### config.mk
export PLATFORM = sky130hd
export DESIGN_NAME = dmem_responder
export DESIGN_NICKNAME = d
export VERILOG_FILES = /design/src/rtl/dmem_defs_pkg.sv /design/src/rtl/dmem_array.sv /design/src/rtl/dmem_responder.sv
export SDC_FILE = /design/constraint.sdc
export NUM_CORES = 2
export LEC_CHECK = 0
export CAP_MARGIN = 20
export CORE_MARGIN = 2
export CORE_UTILIZATION = 57
export DETAILED_ROUTE_END_ITERATION = 6
export PLACE_DENSITY = 0.76
export SLEW_MARGIN = 10
export SYNTH_ARGS = -nofsm -noshare
export SYNTH_HDL_FRONTEND = slang
export SYNTH_SLANG_ARGS = --single-unit
export TNS_END_PERCENT = 5
### constraint.sdc
create_clock -name clk -period 5.5 [get_ports clk]
set_input_delay 1.375 -clock clk [delete_from_list [all_inputs] [get_ports clk]]
set_output_delay 1.375 -clock clk [all_outputs]
set_load 0.01 [all_outputs]
### src/rtl/dmem_defs_pkg.sv
// Shared definitions for the data-memory responder: FSM encodings,
// the default data width and the value returned on error/write responses.
package dmem_defs;

  localparam int DATA_W_DEF = 16;
  localparam logic [DATA_W_DEF-1:0] ERR_RDATA = 16'h0000;

  typedef enum logic [1:0] {
    ST_IDLE = 2'd0,
    ST_WAIT = 2'd1,
    ST_RESP = 2'd2
  } state_e;

endpackage

### src/rtl/dmem_array.sv
// Word-addressed data memory: synchronous write, combinational read.
// Contents are deliberately not reset.
module dmem_array #(
  parameter int DATA_W = 16,
  parameter int DEPTH  = 256
) (
  input  logic                     clk,
  input  logic                     we_i,
  input  logic [$clog2(DEPTH)-1:0] addr_i,
  input  logic [DATA_W-1:0]        wdata_i,
  output logic [DATA_W-1:0]        rdata_o
);

  logic [DATA_W-1:0] mem_q [DEPTH];

  // Write port
  always_ff @(posedge clk) begin
    if (we_i) begin
      mem_q[addr_i] <= wdata_i;
    end
  end

  assign rdata_o = mem_q[addr_i];

endmodule

### src/rtl/dmem_responder.sv
// Load/store memory responder: one request at a time, fixed wait states,
// then a read-data or write-acknowledge response held until accepted.
module dmem_responder
  import dmem_defs::*;
#(
  parameter int DATA_W      = DATA_W_DEF,
  parameter int ADDR_W      = 16,
  parameter int DEPTH       = 256,
  parameter int WAIT_STATES = 2
) (
  input  logic              clk,
  input  logic              reset,
  input  logic              req_valid,
  output logic              req_ready,
  input  logic              req_we,
  input  logic [ADDR_W-1:0] req_addr,
  input  logic [DATA_W-1:0] req_wdata,
  output logic              rsp_valid,
  input  logic              rsp_ready,
  output logic [DATA_W-1:0] rsp_rdata,
  output logic              rsp_err,
  output logic              busy
);

  localparam int IDX_W = $clog2(DEPTH);
  localparam logic [3:0] CNT_INIT = (WAIT_STATES == 0) ? 4'd0 : 4'(WAIT_STATES - 1);

  state_e            state_q, state_d;
  logic [3:0]        cnt_q, cnt_d;
  logic              we_q, we_d;
  logic [ADDR_W-1:0] addr_q, addr_d;
  logic [DATA_W-1:0] wdata_q, wdata_d;
  logic              rsp_valid_q, rsp_valid_d;
  logic [DATA_W-1:0] rsp_rdata_q, rsp_rdata_d;
  logic              rsp_err_q, rsp_err_d;

  logic              acc_we_s;
  logic [ADDR_W-1:0] acc_addr_s;
  logic [DATA_W-1:0] acc_wdata_s;
  logic              in_range_s;
  logic              enter_resp_s;
  logic              mem_we_s;
  logic [DATA_W-1:0] mem_rdata_s;

  // With zero wait states the access happens on the accept edge, so take
  // the live request fields while IDLE and the latched ones otherwise.
  assign acc_we_s     = (state_q == ST_IDLE) ? req_we    : we_q;
  assign acc_addr_s   = (state_q == ST_IDLE) ? req_addr  : addr_q;
  assign acc_wdata_s  = (state_q == ST_IDLE) ? req_wdata : wdata_q;
  assign in_range_s   = (32'(acc_addr_s) < 32'(DEPTH));
  assign enter_resp_s = (state_d == ST_RESP) && (state_q != ST_RESP);
  assign mem_we_s     = enter_resp_s && acc_we_s && in_range_s;

  dmem_array #(
    .DATA_W (DATA_W),
    .DEPTH  (DEPTH)
  ) u_array (
    .clk     (clk),
    .we_i    (mem_we_s),
    .addr_i  (acc_addr_s[IDX_W-1:0]),
    .wdata_i (acc_wdata_s),
    .rdata_o (mem_rdata_s)
  );

  // Next-state, wait counter and request capture
  always_comb begin
    state_d = state_q;
    cnt_d   = cnt_q;
    we_d    = we_q;
    addr_d  = addr_q;
    wdata_d = wdata_q;
    case (state_q)
      ST_IDLE: begin
        if (req_valid) begin
          we_d    = req_we;
          addr_d  = req_addr;
          wdata_d = req_wdata;
          if (WAIT_STATES == 0) begin
            state_d = ST_RESP;
          end else begin
            state_d = ST_WAIT;
            cnt_d   = CNT_INIT;
          end
        end else begin
          state_d = ST_IDLE;
        end
      end
      ST_WAIT: begin
        if (cnt_q == 4'd0) begin
          state_d = ST_RESP;
        end else begin
          cnt_d = cnt_q - 4'd1;
        end
      end
      ST_RESP: begin
        if (rsp_ready) begin
          state_d = ST_IDLE;
        end else begin
          state_d = ST_RESP;
        end
      end
      default: begin
        state_d = ST_IDLE;
        cnt_d   = 4'd0;
      end
    endcase
  end

  // Response registers: loaded on entry to RESP, held until retired
  always_comb begin
    rsp_valid_d = (state_d == ST_RESP);
    rsp_rdata_d = rsp_rdata_q;
    rsp_err_d   = rsp_err_q;
    if (enter_resp_s) begin
      rsp_err_d   = !in_range_s;
      rsp_rdata_d = (in_range_s && !acc_we_s) ? mem_rdata_s : DATA_W'(ERR_RDATA);
    end else if (state_d == ST_IDLE) begin
      rsp_err_d   = 1'b0;
      rsp_rdata_d = DATA_W'(ERR_RDATA);
    end else begin
      rsp_err_d   = rsp_err_q;
      rsp_rdata_d = rsp_rdata_q;
    end
  end

  // State and response storage
  always_ff @(posedge clk or negedge reset) begin
    if (!reset) begin
      state_q     <= ST_IDLE;
      cnt_q       <= 4'd0;
      we_q        <= 1'b0;
      addr_q      <= {ADDR_W{1'b0}};
      wdata_q     <= {DATA_W{1'b0}};
      rsp_valid_q <= 1'b0;
      rsp_rdata_q <= {DATA_W{1'b0}};
      rsp_err_q   <= 1'b0;
    end else begin
      state_q     <= state_d;
      cnt_q       <= cnt_d;
      we_q        <= we_d;
      addr_q      <= addr_d;
      wdata_q     <= wdata_d;
      rsp_valid_q <= rsp_valid_d;
      rsp_rdata_q <= rsp_rdata_d;
      rsp_err_q   <= rsp_err_d;
    end
  end

  assign req_ready = (state_q == ST_IDLE);
  assign busy      = (state_q != ST_IDLE);
  assign rsp_valid = rsp_valid_q;
  assign rsp_rdata = rsp_rdata_q;
  assign rsp_err   = rsp_err_q;

endmodule

Yosys cells after proc, flatten, opt, wreduce, memory -nomap -nowiden
Memory sizes are Yosys's and may differ from the RTL's.
Cells that the tools add are included.
Cells by class
  eq/ne operators: 6
  reduce and logical (&&, ||, !) cells: 13
  multiplexer cells: 17
  add/subtract/negate cells: 1
  $lt $le $gt $ge: 1
  bitwise logic cells: 1
Operators by type and width (count)
  16-bit 2-to-1 mux: 5
  16-bit by 9-bit less-than comparator with 1-bit output (second input constant): 1
  4-bit case mux with 3 select lines: 1
  4-bit 2-to-1 mux: 2
  1-bit 2-to-1 mux: 6
  2-bit inequality test (second input constant): 3
  2-bit case mux with 3 select lines: 1
  2-bit == test (second input constant): 2
  1-bit logical AND: 4
  2-bit zero test: 2
  4-bit zero test: 1
  2-bit 2-to-1 mux: 2
  2-bit nonzero test: 2
  4-bit by 1-bit subtractor with 4-bit output (second input constant): 1
  3-bit AND reduction: 1
  2-bit by 1-bit == test with 1-bit output (second input constant): 1
  1-bit zero test: 2
  2-bit AND reduction: 1
  1-bit NOT: 1
Storage, ports and cells
  bits of input ports: 37
  logic and storage cells: 48
  memories: 1
  output and inout bits: 20
  bits in writable memories: 4096
  flip-flop bits (word level): 57
Memories
  u_array.mem_q: depth 256, width 16, rd ports 1, clocked after memory_dff 0, wr ports 1, line dmem_array.sv:14  | logic [DATA_W-1:0] mem_q [DEPTH];

Longest topological paths before layout
  depth in word-level cells: 9
  depth in mapped cells: 15
  gate-level depth less buffers: 10

Hierarchy
From an unflattened synthesis, not the netlist that was laid out.
Second synthesis, totals
  cells, all modules: 6898
  area, all modules: 157683.7 sq um
By module, submodules not included
  dmem_array: sequential area each 122998.0 sq um, area each 155078.7 sq um, times used 1, cells an instance 6711
  dmem_responder: sequential area each 1426.4 sq um, area each 2605.0 sq um, times used 1, cells an instance 187

Worst setup path before layout
No wires, ideal clock.
  path kind: reg-to-reg
  start point: register state_q[0]
  end point: memory u_array.mem_q[0][10], data pin
  cell stages (with the launch flop): 11
  data required time: 4678 ps
  slack: -325 ps
  arrival: 5003 ps
  cell sequence: dfrtp_1 > or2_1 > buf_4 > inv_2 > buf_6 > buf_4 > buf_4 > clkbuf_1 > clkbuf_1 > nand2_1 > nand2_1
Between the ends
  longest elaborated chain between the ends: 2
Ends and longest elaborated chain
  start, declared: line dmem_responder.sv:28  | state_e state_q, state_d;
  start signal, assigned: line dmem_responder.sv:138  | state_q <= state_d;
  2-bit zero test
  via req_ready: line dmem_responder.sv:14  | output logic req_ready,
  16-bit 2-to-1 mux: line dmem_responder.sv:49  | assign acc_wdata_s = (state_q == ST_IDLE) ? req_wdata : wdata_q;
  via acc_wdata_s[10]: line dmem_responder.sv:39  | logic [DATA_W-1:0] acc_wdata_s;
  end, declared: line dmem_array.sv:14
The timed path passes the listed nets, and every way through them passes these cells.

Final worst setup path
  start point: register state_q[0]
  end point: register rsp_rdata_q[14] (netlist: rsp_rdata[14])
Between the ends
  longest elaborated chain between the ends: 6
Ends and longest elaborated chain
  parallel branches: the longest is 6 deep, another holds memory read 256 x 16 bit
  end signal, assigned: line dmem_responder.sv:135  | rsp_rdata_q <= {DATA_W{1'b0}};
  end signal, assigned: line dmem_responder.sv:144  | rsp_rdata_q <= rsp_rdata_d;
  end, declared: line dmem_responder.sv:34  | logic [DATA_W-1:0] rsp_rdata_q, rsp_rdata_d;
Parallel ways; which one is timed is not known.
A chain may end at the register's enable or synchronous reset.

==> reports/results.ini <==
[outcome]
outcome=finished, violations left
violations=design-rule violations, negative setup slack

[route]
vias=94700
drt_first_pass_iters=7
routedWlPerCell_um=33.6
vias_per_cell=7.20
routed_wl_mm=443
drc_errors=5
drt_iter0_drc=18500
antenna_left=0

[finish]
layoutNonFillerInstCount=13200
multiInputGateArea_mm2=0.0239
nFillCells=16200
syn2layout_area_growth_pct=14.7
layout.nets=9361
drive_gt1_share_pct=14.5
final_area_mm2=0.173
ff_latch_area_mm2=0.124

[clock_tree]
cts_max_level=5
cts_hold_buf=0
cts_sinks=4153
postCtsSetupRepairBufs=0
clk_pin_slew_worst_paths_ps=60
post_cts_resized=0
tritoncts=done
clockBufferDepth=4
numCtsBuffers=397
clk_latency_ps=1000
cts-root-buf=clkbuf_16

[floorplanning]
initial_core_util_pct=57.4
rows=188
ios=57
dieWidth_um=518
die_area_mm2=0.269
core_area_mm2=0.263
fp.dieH_um=518

[synthesis]
synth_warnings=0
synth_edf_count=4096
synth_top_area_share_pct=81.6
synthTopCellsByArea=edfxtp_1 (82%), o22ai_1 (8.0%), o21ai_0 (3.1%), a41oi_1 (1.3%), dfrtp_1 (0.95%)
syn_inst=8742
synthArstFlopShare_pct=1.37
synth_nets=8781
synthFlopType=edfxtp_1
ys_seq_elements=4153
synth_top_area_cell=edfxtp_1
synthDistinctLibCells=49
syn_area_mm2=0.151
yosysSeqAreaShare_pct=82.5
synthTopCellsByCount=edfxtp_1 (4,096), o22ai_1 (1,927), o21ai_0 (947)
yosysMostFrequentCell=edfxtp_1
synth.avg_cell_area_um2=17.2

[global_route]
grt_pass1_vias=90400
grt_max_degree=173
grt_pass1_wl_mm=629
grt_overflow_total=0
track_usage_pct=32.1
antenna_found_initial=25

[timing]
slew_headroom_pct=8.57
clock_skew_ps=66.2
maxSlewViolCount=0
period_minus_slack_ps=5820
fmax_mhz=172
hold_viol_final=0
whs_ps=505
setup_viol=1
rsz0062_at_grt=no
worst_slack_ps=-319
tightest_slew_ps=1370
finalCritPeriodShare_pct=106

[setup_path]
endpoint_kind=flip-flop
crit_path_start_kind=flip-flop
cp_data_required_time_ps=6370
critPathMaxFanout=32
cp.arrival_ps=6690
worstSetupPathType=flip-flop to flip-flop

[min_path]
hp-class=flip-flop to flip-flop

[power_and_ir_drop]
power.density_mw_per_mm2=587
finalPower_mw=102
ir_drop_mv=0.835
p_leak_nw=53.0

[place]
port_buffers=56
placed_area_mm2=0.160
post-place-cells=12400
gp_congestion=0.945
dp_hpwl_mm=258

[run]
max_cap_viol_count=0

==> worst max-delay path, stage by stage, from the launching register on <==
cell       delay [ps]
dfrtp_1           360
buf_4             200
or2_1             470
inv_2             290
buf_4             470
o21ai_4           280
a22oi_1          1070
a21oi_1           580
o41ai_1           910
a41oi_1           440
a2111oi_0         490
o21ai_1           130
==> flip-flops by register name, indices dropped and copies added (netlist names) <==
name and count:
addr_q 16, cnt_q 4, rsp_err 1, rsp_rdata 16, rsp_valid 1, state_q 2, u_array.mem_q 4096, wdata_q 16
we_q 1
==> kinds of logic (layout without fill, tap and decap cells) <==
logic type               Yosys count  count (layout)  synth area share, %
adder cells (fa/ha/maj)            2               2               0.0166
flip-flops                      4153            4153                 82.5
AO/OA/AOI/OAI                   3429            3429                 14.0
AND/OR/NAND/NOR                  472             472                 1.33
other                              0              13                    0
multiplexers                      35              35                0.260
buffers and inverters            651            1538                 1.92
==> cell usage in the layout (no fill, tap or decap), types with 80 or more instances in the layout <==
cell type,synthesis,layout
nor2_1,267,267
clkbuf_16,0,399
buf_12,0,113
nand2_1,112,80
o22ai_1,1927,1927
clkbuf_1,296,89
a22oi_1,128,128
a41oi_1,222,222
o21ai_0,947,946
buf_4,24,650
edfxtp_1,4096,4096
clkinv_1,0,82
==> routing by layer <==
metal,track usage [%],share of wire (%)
met3,8.69,15
met5,0,0.033
met2,48.6,46
met4,17.7,6.5
met1,42.5,33
==> stage by stage <==
stage	worst slack, ps	util (%)	setup TNS, ps
2_1_floorplan	26.9	-	0
3_3_place_gp	-704	61.0	-2090
3_5_place_dp	-331	61.1	-1960
4_1_cts	332	65.8	0
5_1_grt	28.2	65.8	0
6_report	-319	65.8	-319
==> area by class of cell <==
cell class | instances | area share, %
Clock inverter | 202 | 1.10
Inverter | 12 | 0.0260
Sequential cell | 4153 | 71.9
Clock buffer | 504 | 6.09
Tap cell | 3515 | 2.54
Timing Repair Buffer | 820 | 4.47
Multi-Input combinational cell | 3938 | 13.8
Antenna cell | 13 | 0.0188
==> worst paths after layout <==
| path | from | endpoint | slack [ps] | depth (start not counted) |
|---|---|---|---|---|
| setup reg to reg | state_q[0] | rsp_rdata[14] | -320 | 11 |
| min in group asynchronous | reset | wdata_q[6] | 570 | 1 |
| max in group asynchronous | reset | rsp_rdata[4] | 4210 | 1 |
| hold / removal | rsp_err | rsp_err | 500 | 2 |
| setup / recovery | state_q[0] | rsp_rdata[14] | -320 | 11 |
| hold reg to reg | rsp_err | rsp_err | 500 | 2 |
==> report_power, final <==
part	internal [mW]	switching [mW]	leakage (nW)
logic	8.58	24.9	9.28
registers	41.4	0.133	37.7
clock network	15.1	11.4	6.10
total	65.1	36.4	53.0
Power figures use the tool's default switching activity.
